--- config.mk ---
export PLATFORM = sky130hd
export DESIGN_NAME = sram_rr_arbiter
export DESIGN_NICKNAME = d
export VERILOG_FILES = /design/src/rtl/sram_arb_pkg.sv /design/src/rtl/rr_arb2.sv /design/src/rtl/sram_rr_arbiter.sv
export SDC_FILE = /design/constraint.sdc
export NUM_CORES = 1
export LEC_CHECK = 0
export ABC_AREA = 1
export ABC_CLOCK_PERIOD_IN_PS = 1550
export CAP_MARGIN = 5
export CORE_ASPECT_RATIO = 1.5
export CORE_MARGIN = 4
export CORE_UTILIZATION = 39
export DETAILED_ROUTE_END_ITERATION = 12
export PLACE_DENSITY = 0.8
export SYNTH_ARGS = -nofsm -noshare
export SYNTH_HDL_FRONTEND = slang
export SYNTH_SLANG_ARGS = --single-unit
--- constraint.sdc ---
create_clock -name clk -period 1.55 [get_ports clk]
set_input_delay 0.465 -clock clk [delete_from_list [all_inputs] [get_ports clk]]
set_output_delay 0.465 -clock clk [all_outputs]
set_load 0.03 [all_outputs]
--- src/rtl/sram_arb_pkg.sv ---
// rtl/sram_arb_pkg.sv - shared types and constants for the SRAM round-robin arbiter
package sram_arb_pkg;

   localparam int AW_DEF = 8;
   localparam int DW_DEF = 8;

   typedef enum logic [1:0] {
      IDLE   = 2'd0,
      ISSUE  = 2'd1,
      RDWAIT = 2'd2
   } state_t;

   localparam logic CL_A = 1'b0;
   localparam logic CL_B = 1'b1;

endpackage

--- src/rtl/rr_arb2.sv ---
// rtl/rr_arb2.sv - two-way round-robin pick with its priority pointer
module rr_arb2
   import sram_arb_pkg::*;
(
   input  logic       clk,
   input  logic       rst,
   input  logic [1:0] req,
   input  logic       advance,
   output logic [1:0] grant
);

   logic ptr;

   always_comb begin
      grant = 2'b00;
      case (req)
         2'b01:   grant = 2'b01;
         2'b10:   grant = 2'b10;
         2'b11:   grant = (ptr == CL_A) ? 2'b01 : 2'b10;
         default: grant = 2'b00;
      endcase
   end

   // Pointer moves to the client that lost (or did not ask) this round.
   always_ff @(posedge clk) begin
      if (rst)
         ptr <= CL_A;
      else if (advance)
         ptr <= grant[0] ? CL_B : CL_A;
   end

endmodule

--- src/rtl/sram_rr_arbiter.sv ---
// rtl/sram_rr_arbiter.sv - serialises two clients' read/write commands onto one SRAM port
module sram_rr_arbiter
   import sram_arb_pkg::*;
#(
   parameter int AW = AW_DEF,
   parameter int DW = DW_DEF
) (
   input  logic          clk,
   input  logic          rst,
   input  logic          a_req,
   input  logic          a_we,
   input  logic [AW-1:0] a_addr,
   input  logic [DW-1:0] a_wdata,
   output logic          a_gnt,
   output logic          a_rvalid,
   output logic [DW-1:0] a_rdata,
   input  logic          b_req,
   input  logic          b_we,
   input  logic [AW-1:0] b_addr,
   input  logic [DW-1:0] b_wdata,
   output logic          b_gnt,
   output logic          b_rvalid,
   output logic [DW-1:0] b_rdata,
   output logic          sram_cs,
   output logic          sram_we,
   output logic          sram_rd,
   output logic [AW-1:0] sram_addr,
   output logic [DW-1:0] sram_din,
   input  logic [DW-1:0] sram_dout,
   output logic          busy
);

   state_t        state, state_nxt;
   logic [1:0]    arb_grant;
   logic [1:0]    gnt;
   logic          cmd_we;
   logic          cmd_owner;
   logic [AW-1:0] cmd_addr;
   logic [DW-1:0] cmd_wdata;

   rr_arb2 u_arb (
      .clk     (clk),
      .rst     (rst),
      .req     ({b_req, a_req}),
      .advance (|gnt),
      .grant   (arb_grant)
   );

   always_comb begin
      state_nxt = state;
      gnt       = 2'b00;
      sram_cs   = 1'b0;
      sram_we   = 1'b0;
      sram_rd   = 1'b0;
      case (state)
         IDLE: begin
            if (!rst && (|arb_grant)) begin
               gnt       = arb_grant;
               state_nxt = ISSUE;
            end
         end
         ISSUE: begin
            // Strobes are masked in a reset cycle so an aborted write never commits.
            sram_cs   = ~rst;
            sram_we   = cmd_we & ~rst;
            sram_rd   = ~cmd_we & ~rst;
            state_nxt = cmd_we ? IDLE : RDWAIT;
         end
         RDWAIT:  state_nxt = IDLE;
         default: state_nxt = IDLE;
      endcase
   end

   assign a_gnt     = gnt[0];
   assign b_gnt     = gnt[1];
   assign busy      = (state != IDLE);
   assign sram_addr = cmd_addr;
   assign sram_din  = cmd_wdata;

   always_ff @(posedge clk) begin
      if (rst) begin
         state     <= IDLE;
         cmd_we    <= 1'b0;
         cmd_owner <= CL_A;
         cmd_addr  <= '0;
         cmd_wdata <= '0;
         a_rvalid  <= 1'b0;
         b_rvalid  <= 1'b0;
         a_rdata   <= '0;
         b_rdata   <= '0;
      end else begin
         state    <= state_nxt;
         a_rvalid <= 1'b0;
         b_rvalid <= 1'b0;
         if (|gnt) begin
            cmd_we    <= gnt[1] ? b_we    : a_we;
            cmd_addr  <= gnt[1] ? b_addr  : a_addr;
            cmd_wdata <= gnt[1] ? b_wdata : a_wdata;
            cmd_owner <= gnt[1] ? CL_B    : CL_A;
         end
         if (state == RDWAIT) begin
            if (cmd_owner == CL_B) begin
               b_rdata  <= sram_dout;
               b_rvalid <= 1'b1;
            end else begin
               a_rdata  <= sram_dout;
               a_rvalid <= 1'b1;
            end
         end
      end
   end

endmodule
* Word level (Yosys, flattened, before mapping)
Index checks and enable logic that the tools add are counted.
Storage, ports and cells: register bits 39, bits in latches 0, memory bits (writable) 0, ROM bits 0, memories 0
Cells by class: add/subtract/negate cells 0, $mul 0, divide/modulo/power cells 0, $lt $le $gt $ge 0, eq/ne operators 6, shift-type cells 0, multiplexer cells 17, bitwise logic cells 6, reduce and logical (&&, ||, !) cells 9
Operators with widths (count):
- two-way mux 8 bit | 2
- two-way mux 2 bit | 5
- two-way mux 1 bit | 8
- == test 2 bit, second input constant | 3
- case mux 2 bit (3 select lines) | 1
- OR reduction 2 bit | 3
- == test 2 x 1 -> 1 bit, second input constant | 2
- inverter 1 bit | 4
- case mux 2 bit (2 select lines) | 1
- AND reduction 2 bit | 2
- bitwise AND 1 bit | 2
- zero test 2 bit | 1
- != test 2 bit, second input constant | 1
- nonzero test 2 bit | 1
- logical AND 1 bit | 1
- zero test 1 bit | 1

* Depth between registers and ports, before layout
Gate-level depths: netlist of run 1.
word-level depth 7, mapped depth 9

* By module
A second synthesis of run 1 with hierarchy kept.
Second synthesis, totals: cells, all modules 256, area total of the unflattened synthesis 1923.1 µm²
Modules (own cells, without submodules):
- sram_rr_arbiter | instances 1, cells an instance 245, area an instance 1861.8 µm², seq. area each 760.7 µm²
- rr_arb2 | instances 1, cells an instance 11, area an instance 61.3 µm², seq. area each 20.0 µm²

* Worst setup path after synthesis of run 1
No wires, ideal clock.
kind input to output, start input port rst, end output port sram_we, arrival time 1.368 ns, setup slack -0.283 ns, cell stages on the path 5, cells stage by stage buf_2 -> inv_2 -> buf_2 -> nand2_1 -> nor2_1
Between the ends: word-level cells in the longest chain between the ends 3
RTL lines:
- start: declaration | RTL line sram_rr_arbiter.sv:9 | input logic rst,
- inverter 1 bit | RTL line sram_rr_arbiter.sv:65 | sram_we = cmd_we & ~rst;
- bitwise AND 1 bit | RTL line sram_rr_arbiter.sv:65
- two-way mux 1 bit | RTL line sram_rr_arbiter.sv:55 | case (state)
- end: declaration | RTL line sram_rr_arbiter.sv:25 | output logic sram_we,
Every way passes these cells.

* Final worst setup path of run 1
start register u_arb.ptr, end output port b_gnt
Between the ends: word-level cells in the longest chain between the ends 6
RTL lines:
- start: declaration | RTL line rr_arb2.sv:12 | logic ptr;
- start signal: assignment | RTL line rr_arb2.sv:29 | ptr <= grant[0] ? CL_B : CL_A;
- two-way mux 2 bit * | RTL line rr_arb2.sv:19 | 2'b11: grant = (ptr == CL_A) ? 2'b01 : 2'b10;
- case mux 2 bit (3 select lines) * | RTL line rr_arb2.sv:16 | case (req)
- OR reduction 2 bit | RTL line sram_rr_arbiter.sv:57 | if (!rst && (|arb_grant)) begin
- logical AND 1 bit | RTL line sram_rr_arbiter.sv:57
- two-way mux 2 bit * | RTL line sram_rr_arbiter.sv:57
- two-way mux 2 bit * | RTL line sram_rr_arbiter.sv:55
- end: declaration | RTL line sram_rr_arbiter.sv:21 | output logic b_gnt,
Mark *: on every way between the ends. The rest lies on a longest branch, timed or not.

==> results of run 1 <==
[state kept, by name (all words and copies together) (netlist names)]
| register | cells |
|---|---|
| u_arb.ptr | 1 |
| a_rvalid | 1 |
| cmd_we | 1 |
| b_rdata | 8 |
| state | 2 |
| cmd_owner | 1 |
| sram_din | 8 |
| b_rvalid | 1 |
| a_rdata | 8 |
| sram_addr | 8 |
[stage by stage]
step | power (mW) | area, um2
6_report | 2.63 | 2800
5_1_grt | 2.74 | 2800
4_1_cts | 2.63 | 2750
3_5_place_dp | 1.78 | 2600
3_3_place_gp | 1.77 | 2600
2_1_floorplan | 1.45 | 1640
[cell families (layout without fill, tap and decap cells)]
group,Yosys count,count (layout),synth area share
flops,39,39,0.477
buf+inv,43,147,0.112
simple gates,80,80,0.249
compound gates,52,52,0.161
[metal layers]
metal,wire length [um],global-route usage,vias to the layer above
met1,1750,0.194,800
met2,2560,0.332,72
li1,-,-,902
met5,0,0,-
met3,373,0.0638,4
met4,42,0.0631,0
[Yosys cell counts]
cell type  count
nand2_2        3
nand2_4        1
nor2_8         1
buf_2          8
o22ai_1        2
o21ai_0       16
nor2_4         3
inv_1         28
inv_2          4
nand3_1       23
nor2_2         2
clkbuf_2       1
nor2_1         5
dfxtp_1       39
buf_6          1
nand4_1        7
o21ai_1       12
nand2_1       33
a21oi_1       22
nor3_1         2
buf_4          1
[power groups by stage]
stage	Sequential, mW	Combinational (mW)	Clock, mW
floorplan	1.22	0.231	0
global placement	1.12	0.647	0
detailed placement	1.12	0.656	0
CTS	1.10	0.655	0.876
global route	1.11	0.725	0.913
finish	1.10	0.669	0.858
[area by class of cell]
class,instances,area share
multi-input cells,132,0.260
clock inverters,2,0.0125
repair buffers,107,0.353
well taps,45,0.0201
clock buffers,6,0.0295
inverters,32,0.0438
flip-flops and latches,39,0.281
[worst min path at each step]
stage                                       start                       to  slack, ns  cells past startpoint
after floorplan            u_arb.ptr$_SDFFE_PP0P_   u_arb.ptr$_SDFFE_PP0P_       0.45                      2
after global placement    a_rdata[3]$_SDFFE_PP0P_  a_rdata[3]$_SDFFE_PP0P_       0.43                      2
after detailed placement  b_rdata[6]$_SDFFE_PP0P_  b_rdata[6]$_SDFFE_PP0P_       0.43                      2
after CTS                 b_rdata[6]$_SDFFE_PP0P_  b_rdata[6]$_SDFFE_PP0P_       0.44                      2
after global routing      b_rdata[0]$_SDFFE_PP0P_  b_rdata[0]$_SDFFE_PP0P_       0.46                      2
final                     b_rdata[6]$_SDFFE_PP0P_  b_rdata[6]$_SDFFE_PP0P_       0.44                      2
[critical path, cell delays in order, from the launching register on]
cell and delay [ns]:
dfxtp_1 0.31, inv_1 0.06, nand2_2 0.07, nand2_2 0.06, buf_4 0.15, nor2_4 0.12, buf_6 0.14
[timing repair]
item	CTS	global route
gates cloned	0	0
resized for setup	56	10
pin swaps	4	4
setup endpoints to repair	49	21
setup buffers	5	3
==> results summary, run 1 <==
The flow ran to the end, but the final reports show violations. The final reports fail on setup timing. The startpoint-to-endpoint class of the critical path is reg2out. The required time of the critical path came out at around 1.1 ns. The maximum clock frequency is 0.603 GHz.

The maximum clock insertion buffer count came out at 2. The number of warning messages in the yosys log is 0. The arrival time at the worst endpoint came out at 1.19 ns. The cell sitting at the root of the clock tree is a clkbuf_8.

The mean routed wirelength per cell is 13.0 um. The total power density per cell area came out at approximately 940 mW/mm2. The flip-flop and latch area came out at between 700 and 800 um2. The worst setup path is captured at a primary output. From synthesis to final layout, the design area changed by 71.2%. Setup repair after global routing could not meet its margin everywhere. The setup violation total in the final timing report came out at 3. The HPWL after detailed placement is 3.51 mm. The number of port buffers is 85. The tightest hold margin came out at 0.440 ns. The clock network fraction of design power came out at 0.327. The layout cell share with drive strength beyond 1 came out at 0.201. The multi-input logic area is a little over 700 um2. The number of cells traversed by the worst register-to-register path is 9. The clock period minus final worst setup slack is approximately 1.7 ns.

The number of cell rows came out at 28. After layout, the worst setup slack is -0.109 ns. The share of total power in sequential cells came out at 0.419.

The count of final max-slew check failures came out at 0. The worst setup path is launched from a flop. The floorplan step set the die width to about 61 um. Leaving out fill and tap cells, the most frequent cells in the layout are clkdlybuf4s50_1 (42), dfxtp_1 (36), dlygate4sd2_1 (33). Setup slack on the worst reg-to-reg path comes out at about 0.27 ns. The floorplan core area came out at ~0.004 mm2. After the last flow step, the layout net total stands at roughly 360. The clock transition at the register clock pins on the worst setup and hold paths after CTS came out at 0.07 ns. The number of antenna violations at the first check in global routing came out at 0.

Of all cell types, the one taking the most synthesized area is dfxtp_1. The hold-fix buffer count after cts came out at 0. The highest fanout seen on the critical path is 2. Routability-driven placement finished with a final weighted congestion of 0.759.

After detailed routing, the number of vias per cell comes to 4.90. For this run the aggregate overflow at the end of global routing stands at 0. After synthesis, the cell types taking the most area are dfxtp_1 (48%), nand2_1 (7.6%), nand3_1 (7.0%). The cell count after synthesis is approximately 210. The clock skew is approximately 0.008 ns.

The starting DRC count in detailed routing is 71. The launch point of the worst path is u_arb.ptr$_SDFFE_PP0P_. After the flow finishes, the layout carries non-filler instances totaling between 300 and 400. The average instance area after synthesis came out at approximately 7.6 um2. The combinational group share of total power is 0.255. The total via count in the routed design came out at around 1800.

The post-synthesis cell type count is 21. The fraction of the core area covered by cells at the end of the flow is 0.701. Leaving out fill and tap cells, the most frequent cell in the layout is clkdlybuf4s50_1. Of the post-synthesis cell area, the dominant cell type holds 0.477.

The reported max-cap violation count is 0. The clock reaches the later pin of the worst-skew pair after just under 0.3 ns. The effective utilization at floorplan is 0.409. The remaining design rule violation count came out at 0. Summing every instance area after synthesis gives about 0.0016 mm2.

The number of hold violations in the final report was 0. TritonCTS built the clock tree. For this run, the detailed router's first-pass iteration total came to 4.

In this run the worst setup path terminates at b_gnt. The count of fill cells added during filler insertion came out at between 300 and 400. The number of placed I/O pins is between 80 and 90. The reg-to-reg endpoint is cmd_we$_SDFFE_PP0P_. The actual transition at the worst max-transition pin is roughly 0.33 ns. The combined global-route utilization of all metal layers came out at 0.185. The number of nets produced by synthesis is 260. The switching part of the total power is 0.281. The number of global-route vias before repair came to approximately 1700. The launch instance of the worst register-to-register path is state[0]$_SDFFE_PP0P_. After synthesis the netlist holds a flip-flop and latch count of 39. The number of H-tree levels came out at 2. Clock tree synthesis found a total of 39 sinks. The classification of the worst-slack hold path is reg2reg. The total leakage power is 1.31 nW. The share of the Yosys chip area taken by registers is 0.477. The share of the cycle needed by the critical path after routing is 1.07. For this design the total switching power over the nets is ~740 uW. The post-placement setup slack came out at -0.516 ns.

The floorplan step defined a die boundary enclosing approximately 0.0053 mm2. The placed instance count is ~350. Across the VDD grid, the largest voltage drop is slightly above 900 uV. The final setup TNS is -0.238 ns. Counting the buffers created by CTS gives 5. The post-detailed-route count of antenna-violating nets is 0. The worst pin sits at a relative slew slack of 0.784.

The first-pass GRT wire length is about 7.5 mm. The die is between 80 and 90 um tall. The internal power component is ~1.9 mW. Entering global routing, the biggest net connects 22 pins. The count of inserted antenna diode cells came out at 0. The wire length reported by the detailed router came out at 4.73 mm.
Note: power is estimated with default switching activity, not from simulation.
==> inputs of run 2 (changes only) <==
CORE_UTILIZATION = 55   (was 39)
DONT_BUFFER_PORTS = 1   (was default)
PLACE_DENSITY = 0.7   (was 0.8)
==> run 2 against run 1 <==
  * The flow still finishes with violations (setup timing)
  * Hold slack got worse by 0.19 ns
  * Non-clock buffer count is 90 lower
  * Combinational power shrank 52%
  * Maximum frequency up 2.1%
  * First-iteration DRC count shrank 70%
  * Largest cell class is now registers
==> results summary, run 2 (synthesis gave the netlist of run 1 again) <==
The routability congestion estimate is 0.740 (-2.5%). The sum of overflow across all layers after global routing came to 0 (unchanged). The number of port buffers came out at 0 (-100%). The number of placed I/O pins is 86 (unchanged). The number of antenna violations at the first check in global routing is 0 (unchanged).

The maximum clock insertion buffer count is 2 (unchanged). The buffering stage count on the worst path with inverters included is 1 (-2). The insertion delay to the later sink of the worst-skew pair is 0.28 ns (about the same).

The total power density per cell area came out at 1250 mW/mm2 (+33%). The worst relative slew slack is 0.765 (-0.0191). The total via count in the routed design is 1462 (-18%). The peak ir drop on the vdd network is 1070 uV (+15%). The cell with the biggest individual delay on the critical path is dfxtp_2. Setup repair after global routing could not meet its margin everywhere. The final worst setup slack came out at -0.0744 ns (+0.0349 ns). The global-route track usage on met2 is 0.405 (+0.0727). The worst setup path is launched from a flop. The chip height is 74.8 um (-14%). The actual transition at the worst max-transition pin is 0.352 ns (+0.0269 ns).

The post-detailed-route count of antenna-violating nets came out at 0 (unchanged). The area after detailed placement is 0.00172 mm2 (-34%). The total leakage power is 0.799 nW (-39%). The number of cell rows is 24 (-14%). The wire length reported by the detailed router is 3.98 mm (-16%).

The floorplan core area is 0.00288 mm2 (-28%). The critical path is of the reg2out type. The number of CTS-inserted buffers is 5 (unchanged). The placed wire-length estimate was 3.08 mm (-12%).

The path class of the tightest hold or removal check is in2reg. TritonCTS built the clock tree. In the layout the commonest cells are dfxtp_1 (37), nand2_1 (33), inv_1 (28). The checks that failed: setup timing. The first-pass GRT wire length came to 5.97 mm (-21%).

The final design area excluding fillers came out at 0.00190 mm2 (-32%). The arrival time at the worst endpoint came out at 1.16 ns (-0.03 ns). The combined global-route utilization of all metal layers came to 0.203 (+0.0180). The starting DRC count in detailed routing came to 21 (-70%).

The number of hold violations in the final report came to 0 (unchanged). The delay of the slowest cell on the worst path came out at 0.33 ns (+0.02 ns). The met3 global-route usage came to 0.0832 (+0.0194). Leaving out fill and tap cells, the most frequent cell in the layout is dfxtp_1.

On the critical path the largest part of the delay comes from simple AND/OR/NAND/NOR gates. The count of inserted antenna diode cells is 0 (unchanged). The horizontal die dimension is 52.5 um (-14%). The layout overhead on the synthesized area is 16.4%. The effective utilization at floorplan is 0.567 (+0.158).

The number of global-route vias before repair is 1494 (-13%). The pin count of the biggest net entering global routing was 24 (+9.1%). The post-placement setup slack came to 0.111 ns (+0.627 ns). The clock transition at the register clock pins on the worst setup and hold paths after CTS is 0.07 ns (about the same). The mean routed wirelength per cell came out at 14.9 um (+14%). The die footprint is 0.00393 mm2 (-26%). The most numerous cell type found on the critical path is nand2_4.

The critical path goes through inv_2 -> nand2_4 -> nor2_8 -> nand2_4 -> nor2_4. The final net count is 273 (-25%). The highest fanout seen on the critical path came out at 5 (+3).

The clock skew came to 0.00396 ns (-0.00400 ns). The tree is rooted in a clkbuf_8. The share of the cycle needed by the critical path after routing is 1.05 (-0.0225).

The met1 layer usage reported by global route came out at 0.169 (-0.0248). The remaining design rule violation count came out at 0 (unchanged). The maximum clock frequency came out at 0.616 GHz (+2.1%).

The count of final max-slew check failures came to 0 (unchanged). The setup violation total in the final timing report is 4 (+1). The reported max-cap violation count was 0 (unchanged). The number of H-tree levels was 2 (unchanged).

The layout cell share with drive strength beyond 1 is 0.197 (-0.00389). The number of sinks on the clock net came out at 39 (unchanged). The flow ran to the end, but the final reports show violations. The count of TritonRoute iterations in the first routing pass is 4 (unchanged). The worst setup path is captured at a primary output. The most used routing layer is met2. The number of vias per cell after detailed routing is 5.48 (+12%). The required time of the critical path came to 1.08 ns (about the same). The clock period minus final worst setup slack came out at 1.62 ns (-0.0349 ns).
run 2: cell count changes in the layout (fill, tap and decap cells not counted), sizes merged:
cell	delta
clkdlybuf4s50	-42
dlygate4sd2	-33
buf	-14
clkbuf	-1
run 2: area by class of cell:
cell class / instances / area [um2]
clock buffer: 6 / 82.6
clock inverter: 2 / 35.0
fill: 271 / 980
inverter: 32 / 120
multi-input combinational: 132 / 693
sequential: 39 / 783
tap: 39 / 48.8
timing repair buffer: 17 / 140
run 2: final timing paths:
check / start / to / slack [ns] / depth (start not counted)
hold / removal: rst / state[1]$_SDFFE_PP0P_ / 0.25 / 1
setup reg to reg: state[1]$_SDFFE_PP0P_ / cmd_we$_SDFFE_PP0P_ / 0.06 / 9
hold reg to reg: u_arb.ptr$_SDFFE_PP0P_ / u_arb.ptr$_SDFFE_PP0P_ / 0.50 / 2
setup / recovery: state[1]$_SDFFE_PP0P_ / b_gnt / -0.07 / 5
run 2: power breakdown:
group	switching [mW]	total (mW)	internal, mW	leakage, nW
registers	0.144	1.21	1.07	0.319
clock network	0.329	0.849	0.520	0.0612
logic	0.199	0.322	0.123	0.419
run 2: stage by stage:
stage          power [mW]  setup TNS, ns  hold WS [ns]  utilization  std cells
2_1_floorplan        1.45         -0.167         0.445            -        214
3_3_place_gp         1.51              0         0.496        0.598        253
3_5_place_dp         1.53              0         0.492        0.598        253
4_1_cts              2.40         -0.271         0.238        0.651        265
5_1_grt              2.49         -0.796         0.232        0.660        267
6_report             2.38         -0.185         0.247        0.660        267
run 2: per-layer routing:
metal | vias to the layer above | part of all wire
met5 | - | 0
li1 | 724 | -
met2 | 65 | 0.58
met1 | 667 | 0.32
met3 | 6 | 0.091
met4 | 0 | 0.013
run 2: worst register-to-register path, stage by stage, from the launching register on:
cell and delay, ns:
dfxtp_2 0.33, buf_4 0.13, buf_4 0.14, nor2_1 0.12
nand2_2 0.12, nor2_4 0.28, nand3_1 0.12, nand3_1 0.09
nand2_1 0.05, inv_1 0.06
run 2: timing repair:
| item | CTS | global route |
|---|---|---|
| resized for setup | 3 | 2 |
| endpoints found under the setup margin | 5 | 10 |
| pin swaps | 3 | 3 |
| hold buffers | 0 | 0 |
| setup buffers | 4 | 2 |
| endpoints found under the hold margin | 0 | 0 |
